### config.mk
export PLATFORM = sky130hd
export DESIGN_NAME = bias_add_sched_flat
export DESIGN_NICKNAME = d
export VERILOG_FILES = /design/src/rtl/bias_add_sched_if.sv /design/src/rtl/bias_add_sched.sv /design/src/flat_wrapper.sv
export SDC_FILE = /design/constraint.sdc
export NUM_CORES = 1
export LEC_CHECK = 0
export CAP_MARGIN = 20
export CELL_PAD_IN_SITES_DETAIL_PLACEMENT = 0
export CELL_PAD_IN_SITES_GLOBAL_PLACEMENT = 1
export CORE_MARGIN = 2
export CORE_UTILIZATION = 38
export CTS_CLUSTER_DIAMETER = 100
export DETAILED_ROUTE_END_ITERATION = 16
export PLACE_DENSITY_LB_ADDON = 0.15
export SYNTH_ARGS = -nofsm -noshare
export SYNTH_HDL_FRONTEND = slang
export SYNTH_SLANG_ARGS = --single-unit
### constraint.sdc
create_clock -name clk -period 2.95 [get_ports clk]
set_input_delay 0.59 -clock clk [delete_from_list [all_inputs] [get_ports clk]]
set_output_delay 0.59 -clock clk [all_outputs]
set_load 0.05 [all_outputs]
### src/rtl/bias_add_sched_if.sv
// Handshake and adder-port bundle for bias_add_sched: bias writes, input row,
// output row and the shared FP32 adder driver.
interface bias_add_sched_if #(
  parameter int N_LANES = 4
);
  localparam int IDX_W = $clog2(N_LANES);

  logic                    bias_we;
  logic [IDX_W-1:0]        bias_idx;
  logic [31:0]             bias_wdata;
  logic                    bias_wr_err;
  logic                    in_valid;
  logic                    in_ready;
  logic                    in_bypass;
  logic [32*N_LANES-1:0]   in_data;
  logic                    out_valid;
  logic                    out_ready;
  logic [32*N_LANES-1:0]   out_data;
  logic                    add_start;
  logic [31:0]             add_a;
  logic [31:0]             add_b;
  logic                    add_busy;
  logic                    add_done;
  logic [31:0]             add_z;

  modport slave (
    input  bias_we, bias_idx, bias_wdata, in_valid, in_bypass, in_data,
           out_ready, add_busy, add_done, add_z,
    output bias_wr_err, in_ready, out_valid, out_data, add_start, add_a, add_b
  );

  modport master (
    output bias_we, bias_idx, bias_wdata, in_valid, in_bypass, in_data,
           out_ready, add_busy, add_done, add_z,
    input  bias_wr_err, in_ready, out_valid, out_data, add_start, add_a, add_b
  );
endinterface

### src/rtl/bias_add_sched.sv
// Adds a per-lane FP32 bias to a partial-sum row by sequencing one shared
// adder driver lane by lane; optional pass-through of the row unmodified.
module bias_add_sched #(
  parameter int N_LANES = 4
) (
  input  logic              clk,
  input  logic              rst_n,
  bias_add_sched_if.slave   bus
);
  localparam int IDX_W = $clog2(N_LANES);

  typedef enum logic [1:0] {IDLE, ISSUE, WAIT, OUT} state_t;

  state_t                        state_q, state_d;
  logic [IDX_W-1:0]              lane_q, lane_d;
  logic [N_LANES-1:0][31:0]      row_q, row_d;
  logic [N_LANES-1:0][31:0]      bias_q, bias_d;
  logic                          err_q, err_d;
  logic                          add_start;
  logic                          done_ok;

  // A done that is still high from the previous lane is ignored because the
  // driver raises busy the cycle after each start.
  assign done_ok = bus.add_done && !bus.add_busy;

  always_ff @(posedge clk or negedge rst_n) begin
    if (!rst_n) begin
      state_q <= IDLE;
      lane_q  <= '0;
      row_q   <= '0;
      bias_q  <= '0;
      err_q   <= 1'b0;
    end else begin
      state_q <= state_d;
      lane_q  <= lane_d;
      row_q   <= row_d;
      bias_q  <= bias_d;
      err_q   <= err_d;
    end
  end

  always_comb begin
    state_d   = state_q;
    lane_d    = lane_q;
    row_d     = row_q;
    bias_d    = bias_q;
    err_d     = 1'b0;
    add_start = 1'b0;
    if (state_q == IDLE) begin
      if (bus.bias_we) bias_d[bus.bias_idx] = bus.bias_wdata;
    end else begin
      err_d = bus.bias_we;
    end
    unique case (state_q)
      IDLE: begin
        if (bus.in_valid) begin
          row_d   = bus.in_data;
          lane_d  = '0;
          state_d = bus.in_bypass ? OUT : ISSUE;
        end
      end
      ISSUE: begin
        if (!bus.add_busy) begin
          add_start = 1'b1;
          state_d   = WAIT;
        end
      end
      WAIT: begin
        if (done_ok) begin
          row_d[lane_q] = bus.add_z;
          if (lane_q == IDX_W'(N_LANES - 1)) begin
            state_d = OUT;
          end else begin
            lane_d  = lane_q + IDX_W'(1);
            state_d = ISSUE;
          end
        end
      end
      OUT: begin
        if (bus.out_ready) state_d = IDLE;
      end
      default: state_d = IDLE;
    endcase
  end

  // Operands are only driven while a lane is in flight; row/bias for the
  // current lane cannot change until WAIT exits, so they hold on their own.
  assign bus.add_start   = add_start;
  assign bus.add_a       = (state_q == ISSUE || state_q == WAIT) ? row_q[lane_q]  : 32'h0;
  assign bus.add_b       = (state_q == ISSUE || state_q == WAIT) ? bias_q[lane_q] : 32'h0;
  assign bus.in_ready    = rst_n && (state_q == IDLE);
  assign bus.out_valid   = (state_q == OUT);
  assign bus.out_data    = row_q;
  assign bus.bias_wr_err = err_q;
endmodule

### src/flat_wrapper.sv
// flat-port wrapper written by rule: the top's interface ports become plain ports
module bias_add_sched_flat 
#(
  parameter int N_LANES = 4
)
  (clk, rst_n, bus_bias_we, bus_bias_idx, bus_bias_wdata, bus_in_valid, bus_in_bypass, bus_in_data, bus_out_ready, bus_add_busy, bus_add_done, bus_add_z, bus_bias_wr_err, bus_in_ready, bus_out_valid, bus_out_data, bus_add_start, bus_add_a, bus_add_b);
  bias_add_sched_if #(.N_LANES(N_LANES)) bus_i ();
  input  logic clk;
  input  logic rst_n;
  input wire logic [$bits(bus_i.bias_we)-1:0] bus_bias_we;
  input wire logic [$bits(bus_i.bias_idx)-1:0] bus_bias_idx;
  input wire logic [$bits(bus_i.bias_wdata)-1:0] bus_bias_wdata;
  input wire logic [$bits(bus_i.in_valid)-1:0] bus_in_valid;
  input wire logic [$bits(bus_i.in_bypass)-1:0] bus_in_bypass;
  input wire logic [$bits(bus_i.in_data)-1:0] bus_in_data;
  input wire logic [$bits(bus_i.out_ready)-1:0] bus_out_ready;
  input wire logic [$bits(bus_i.add_busy)-1:0] bus_add_busy;
  input wire logic [$bits(bus_i.add_done)-1:0] bus_add_done;
  input wire logic [$bits(bus_i.add_z)-1:0] bus_add_z;
  output wire logic [$bits(bus_i.bias_wr_err)-1:0] bus_bias_wr_err;
  output wire logic [$bits(bus_i.in_ready)-1:0] bus_in_ready;
  output wire logic [$bits(bus_i.out_valid)-1:0] bus_out_valid;
  output wire logic [$bits(bus_i.out_data)-1:0] bus_out_data;
  output wire logic [$bits(bus_i.add_start)-1:0] bus_add_start;
  output wire logic [$bits(bus_i.add_a)-1:0] bus_add_a;
  output wire logic [$bits(bus_i.add_b)-1:0] bus_add_b;
  assign bus_i.bias_we = bus_bias_we;
  assign bus_i.bias_idx = bus_bias_idx;
  assign bus_i.bias_wdata = bus_bias_wdata;
  assign bus_i.in_valid = bus_in_valid;
  assign bus_i.in_bypass = bus_in_bypass;
  assign bus_i.in_data = bus_in_data;
  assign bus_i.out_ready = bus_out_ready;
  assign bus_i.add_busy = bus_add_busy;
  assign bus_i.add_done = bus_add_done;
  assign bus_i.add_z = bus_add_z;
  assign bus_bias_wr_err = bus_i.bias_wr_err;
  assign bus_in_ready = bus_i.in_ready;
  assign bus_out_valid = bus_i.out_valid;
  assign bus_out_data = bus_i.out_data;
  assign bus_add_start = bus_i.add_start;
  assign bus_add_a = bus_i.add_a;
  assign bus_add_b = bus_i.add_b;
  bias_add_sched #(.N_LANES(N_LANES)) u_core (.clk(clk), .rst_n(rst_n), .bus(bus_i));
endmodule
# Word level (Yosys, flattened, before mapping)
# Index checks and enable logic that the tools add are counted.
# classes
n_reduce_logical,12
n_lt_le_gt_ge,4
n_addsub,1
mux,29
eq_ne,9
# op_table
operator,count
128-bit bitwise mux,2
128-bit 2-to-1 mux,2
128-bit one-hot mux with 2 select lines,1
32-bit 2-to-1 mux,6
32-bit binary-select mux with 2-bit select,2
32-bit demux with 2-bit select,2
2-bit 2-to-1 mux,9
"2-bit inequality test, second input constant",4
2-bit one-hot mux with 4 select lines,1
4-bit AND reduction,2
"2-bit equality test, second input constant",3
"2-bit by 3-bit < comparator with 1-bit output, second input constant",2
"2-bit by 1-bit greater-or-equal comparator with 1-bit output, second input constant",2
1-bit logical AND,4
2-bit one-hot mux with 2 select lines,1
1-bit 2-to-1 mux,3
3-bit AND reduction,1
"2-bit by 1-bit adder with 2-bit output, second input constant",1
"2-bit by 1-bit equality test with 1-bit output, second input constant",1
2-bit logical NOT,1
"2-bit by 1-bit inequality test with 1-bit output, second input constant",1
2-bit AND reduction,1
2-bit nonzero test,1
1-bit logical NOT,1
1-bit logical OR,1
# word_totals
inputBits,202
register_bits,261
word_cells,66
out_inout_bits,196

# Logic depth before layout (Yosys ltp)
# logic_depth
depth_word,7
ltp_mapped,10
mapped_depth_nobuf,5

# Worst setup path after synthesis
# No wires, ideal clock.
# synth_timing
path_type,register -> output
from,register u_core.lane_q[0]
to,output bus_add_a[0]
path_buffers,2
setup_slack_ns,0.602
arrival_time_ns,1.758
path_stages_with_launch,5
t_required_ns,2.360
cell_sequence,dfrtp_1 > buf_2 > buf_2 > mux4_2 > and2_1
# synth_via
elab_chain_len,3
# synth_rtl
item,line_no,text
from (decl),bias_add_sched.sv:15,"logic [IDX_W-1:0] lane_q, lane_d;"
from (signal assigned),bias_add_sched.sv:35,lane_q <= lane_d;
32-bit binary-select mux with 2-bit select,bias_add_sched.sv:89,assign bus.add_a = (state_q == ISSUE || state_q == WAIT) ? row_q[lane_q] : 32'h0;
32-bit 2-to-1 mux (not written as such),bias_add_sched.sv:89,
32-bit 2-to-1 mux,bias_add_sched.sv:89,
to (decl),flat_wrapper.sv:25,output wire logic [$bits(bus_i.add_a)-1:0] bus_add_a;
# No other way between the ends. The select of a mux whose other input is x is not followed.

# Final worst setup path
# layout_timing
from,register u_core.lane_q[1]
to,output bus_add_b[19]
# layout_via
elab_chain_len,3
# layout_rtl
item,line_no,text
32-bit binary-select mux with 2-bit select,bias_add_sched.sv:90,assign bus.add_b = (state_q == ISSUE || state_q == WAIT) ? bias_q[lane_q] : 32'h0;
32-bit 2-to-1 mux (not written as such),bias_add_sched.sv:90,
32-bit 2-to-1 mux,bias_add_sched.sv:90,
to (decl),flat_wrapper.sv:26,output wire logic [$bits(bus_i.add_b)-1:0] bus_add_b;
# No other way between the ends. The select of a mux whose other input is x is not followed.

==> results.py <==
metrics = {
    "outcome": {
        "status": "complete, no violations",
    },
    "synth": {
        "synth-seq-area-share": 0.465,
        "synth_enable_flop_cells": 0,
        "synth_fa_ha_area_frac": 0.00891,
        "yosys.cell_types.count": 38,
        "syn-mean-instance-area_um2": 11.6,
        "synth_simple_gate_area_frac": 0.119,
        "synth_top_family_by_area": "multiplexers",
        "synth-async-reset-ratio": 1.00,
        "syn_area_mm2": 0.0140,
        "synth-xor-area-share": 0,
        "netlist_instances": 1213,
        "synthMuxAreaShare": 0.233,
        "synth_seq_cells": 261,
        "syn_nets": 1425,
        "yosysWarnings": 0,
        "synth_compound_area_frac": 0.107,
        "synth_ff_type": "dfrtp_1",
    },
    "worst_setup_path": {
        "worst-setup-path-type": "reg2out",
        "path_buf_inv": 2,
        "worstPathRequired_ns": 2.36,
        "cpLargestDelayFamily": "flip-flops",
        "cp_slowest_cell": "dfrtp_4",
        "crit_chain": "buf_12 -> mux4_2 -> and2_1 -> buf_4",
        "worstPathArrival_ns": 2.27,
        "cp-start-kind": "register",
        "cp_max_fo": 32,
        "cp-end-kind": "output pin",
        "cpPeakStageDelay_ns": 0.67,
    },
    "cts": {
        "clk_latency_ns": 0.59,
        "cts_tree": "done",
        "clockBufferDepth": 3,
        "h-tree-depth": 1,
        "cts-root-buf": "clkbuf_16",
        "cts.sinks": 261,
        "holdBufCountCts": 0,
        "cts_buffers": 31,
        "clkSlewWorstSetupHoldPaths_ns": 0.06,
    },
    "grt": {
        "antenna_found_initial": 10,
        "gr-usage-all-layers": 0.255,
        "grt_max_degree": 164,
        "grt_pass1_vias": 12100,
        "grt_first_pass_wirelength_um": 75600,
        "grt_overflow_total": 0,
    },
    "timing": {
        "period_needed_ns": 2.86,
        "fin_tns_setup_ns": 0,
        "slew_headroom": 0.345,
        "fin_ws_ns": 0.0856,
        "fmax_mhz": 349,
        "fin_crit_sh": 0.971,
        "drv_slew": 0,
        "fin_skew_ns": 0.0159,
        "tightest_slew_ns": 0.982,
        "final-hold-violation-count": 0,
        "rsz0062_at_grt": "no",
        "setup_violations": 0,
    },
    "routing": {
        "post_drt_wl_per_cell_um": 24.3,
        "drt-total-wl_um": 49800,
        "first_pass_iters": 5,
        "ant_nets": 0,
        "drtIter0Drc": 780,
        "vias_per_cell": 5.68,
        "drc": 0,
        "vias": 11600,
    },
    "finish": {
        "drive_gt1_frac": 0.250,
        "layout.nets": 1760,
        "area_growth_pct": 41.1,
    },
    "die": {
        "die_h_um": 196,
        "die_area_mm2": 0.0385,
        "core_mm2": 0.0365,
        "initial_utilization": 0.385,
        "std_cell_rows": 70,
        "io_pins": 398,
        "die_x_um": 196,
    },
    "min_path": {
        "hold_class": "in2async",
    },
    "placed_design": {
        "routabilityCongestion": 0.820,
        "hpwl_um": 32400,
        "post-place-ws_ns": 0.273,
        "io_buffers": 397,
    },
    "flow_run": {
        "maxCapViolCount": 0,
    },
    "pwr": {
        "irDropWorstVdd_v": 0.000982,
        "power_density_mw_per_mm2": 1430,
        "p_leak_nw": 8.05,
    },
}
synthesized netlist by cell type, drive strengths merged, types with 4 or more instances:
master,number,area (µm²)
a22o,32,280
a311oi,32,280
and2,67,419
buf,34,206
clkbuf,94,354
dfrtp,261,6530
ha,10,125
inv,102,383
mux2,161,1810
mux4,64,1440
nand2,68,255
nand2b,4,25.0
nor2b,5,38.8
nor3,34,170
nor4,32,200
o21ai,65,325
o221ai,64,561
or4,64,480
power by group:
| part | total (mW) | switching, mW | internal (mW) |
|---|---|---|---|
| clock | 4.07 | 1.61 | 2.46 |
| combinational | 17.6 | 10.5 | 7.10 |
| sequential | 6.75 | 1.35 | 5.39 |
| total | 28.4 | 13.5 | 15.0 |
metrics by stage:
stage,utilization,area [µm²],std cells,hold slack (ns),power [mW]
final,0.543,19800,2047,0.0790,28.4
after global routing,0.543,19800,2046,0.139,29.8
after CTS,0.542,19800,2041,0.114,28.6
after detailed placement,0.512,18700,1982,0.488,24.5
after global placement,0.512,18700,1982,0.482,24.3
after floorplan,-,14000,1213,0.294,17.9
layout make-up:
type,count,area [µm²]
Multi-Input combinational cell,722,6630
Clock buffer,50,987
Inverter,102,385
Tap cell,468,586
Antenna cell,6,15.0
Clock inverter,8,114
Fill cell,3173,16700
Timing Repair Buffer,430,4570
Sequential cell,261,6540
logic make-up (layout without fill, tap and decap cells):
group	count (synthesis)	after routing
compound gates	199	199
mux	227	227
fa+ha+maj	10	10
buf+inv	230	590
other cells	0	6
flops	261	261
simple gates	286	286
registers in the layout, indices dropped and copies added, names as in the netlist:
name                    cells
u_core.lane_q               2
u_core.bus.bias_wr_err      1
u_core.state_q              2
u_core.bias_q             128
u_core.bus.out_data       128
metal layers:
metal / track usage / part of all wire
met5: 0 / 0.00082
met2: 0.413 / 0.47
met3: 0.0581 / 0.073
met4: 0.0791 / 0.030
met1: 0.343 / 0.42
final timing paths:
path,from,to,slack [ns],cells past startpoint
worst max-delay path,u_core.lane_q[1],bus_add_b[19],0.09,4
worst min-delay path,rst_n,u_core.lane_q[0],0.08,2
worst max register to register,u_core.state_q[0],u_core.bus.out_data[126],0.52,5
min in group clk,u_core.bias_q[93],u_core.bias_q[93],0.50,1
max in group asynchronous,rst_n,u_core.bus.out_data[103],2.13,2
worst min register to register,u_core.bias_q[93],u_core.bias_q[93],0.50,1
what timing repair did:
item / CTS / global route
endpoints found under the setup margin: 54 / 1
endpoints found under the hold margin: 0 / 0
gates resized for setup: 1 / 1
pin swaps: 0 / 0
cloned: 0 / 0
buffers inserted: 1 / 0
cell usage in the layout (no fill, tap or decap), types with 3 or more instances in the layout:
cell	n
a311oi_1	32
ha_1	7
nor4_1	32
diode_2	6
clkdlybuf4s50_1	330
or4_1	64
o221ai_1	64
buf_12	40
mux2_2	161
nand3b_1	3
buf_4	58
dfrtp_1	259
a22o_1	32
clkbuf_16	31
clkbuf_8	14
and2_1	66
nand2_1	68
mux4_2	64
nor3_1	33
nor2b_1	4
clkbuf_1	5
o21ai_0	65
inv_1	101
Note: power is estimated with default switching activity, not from simulation.
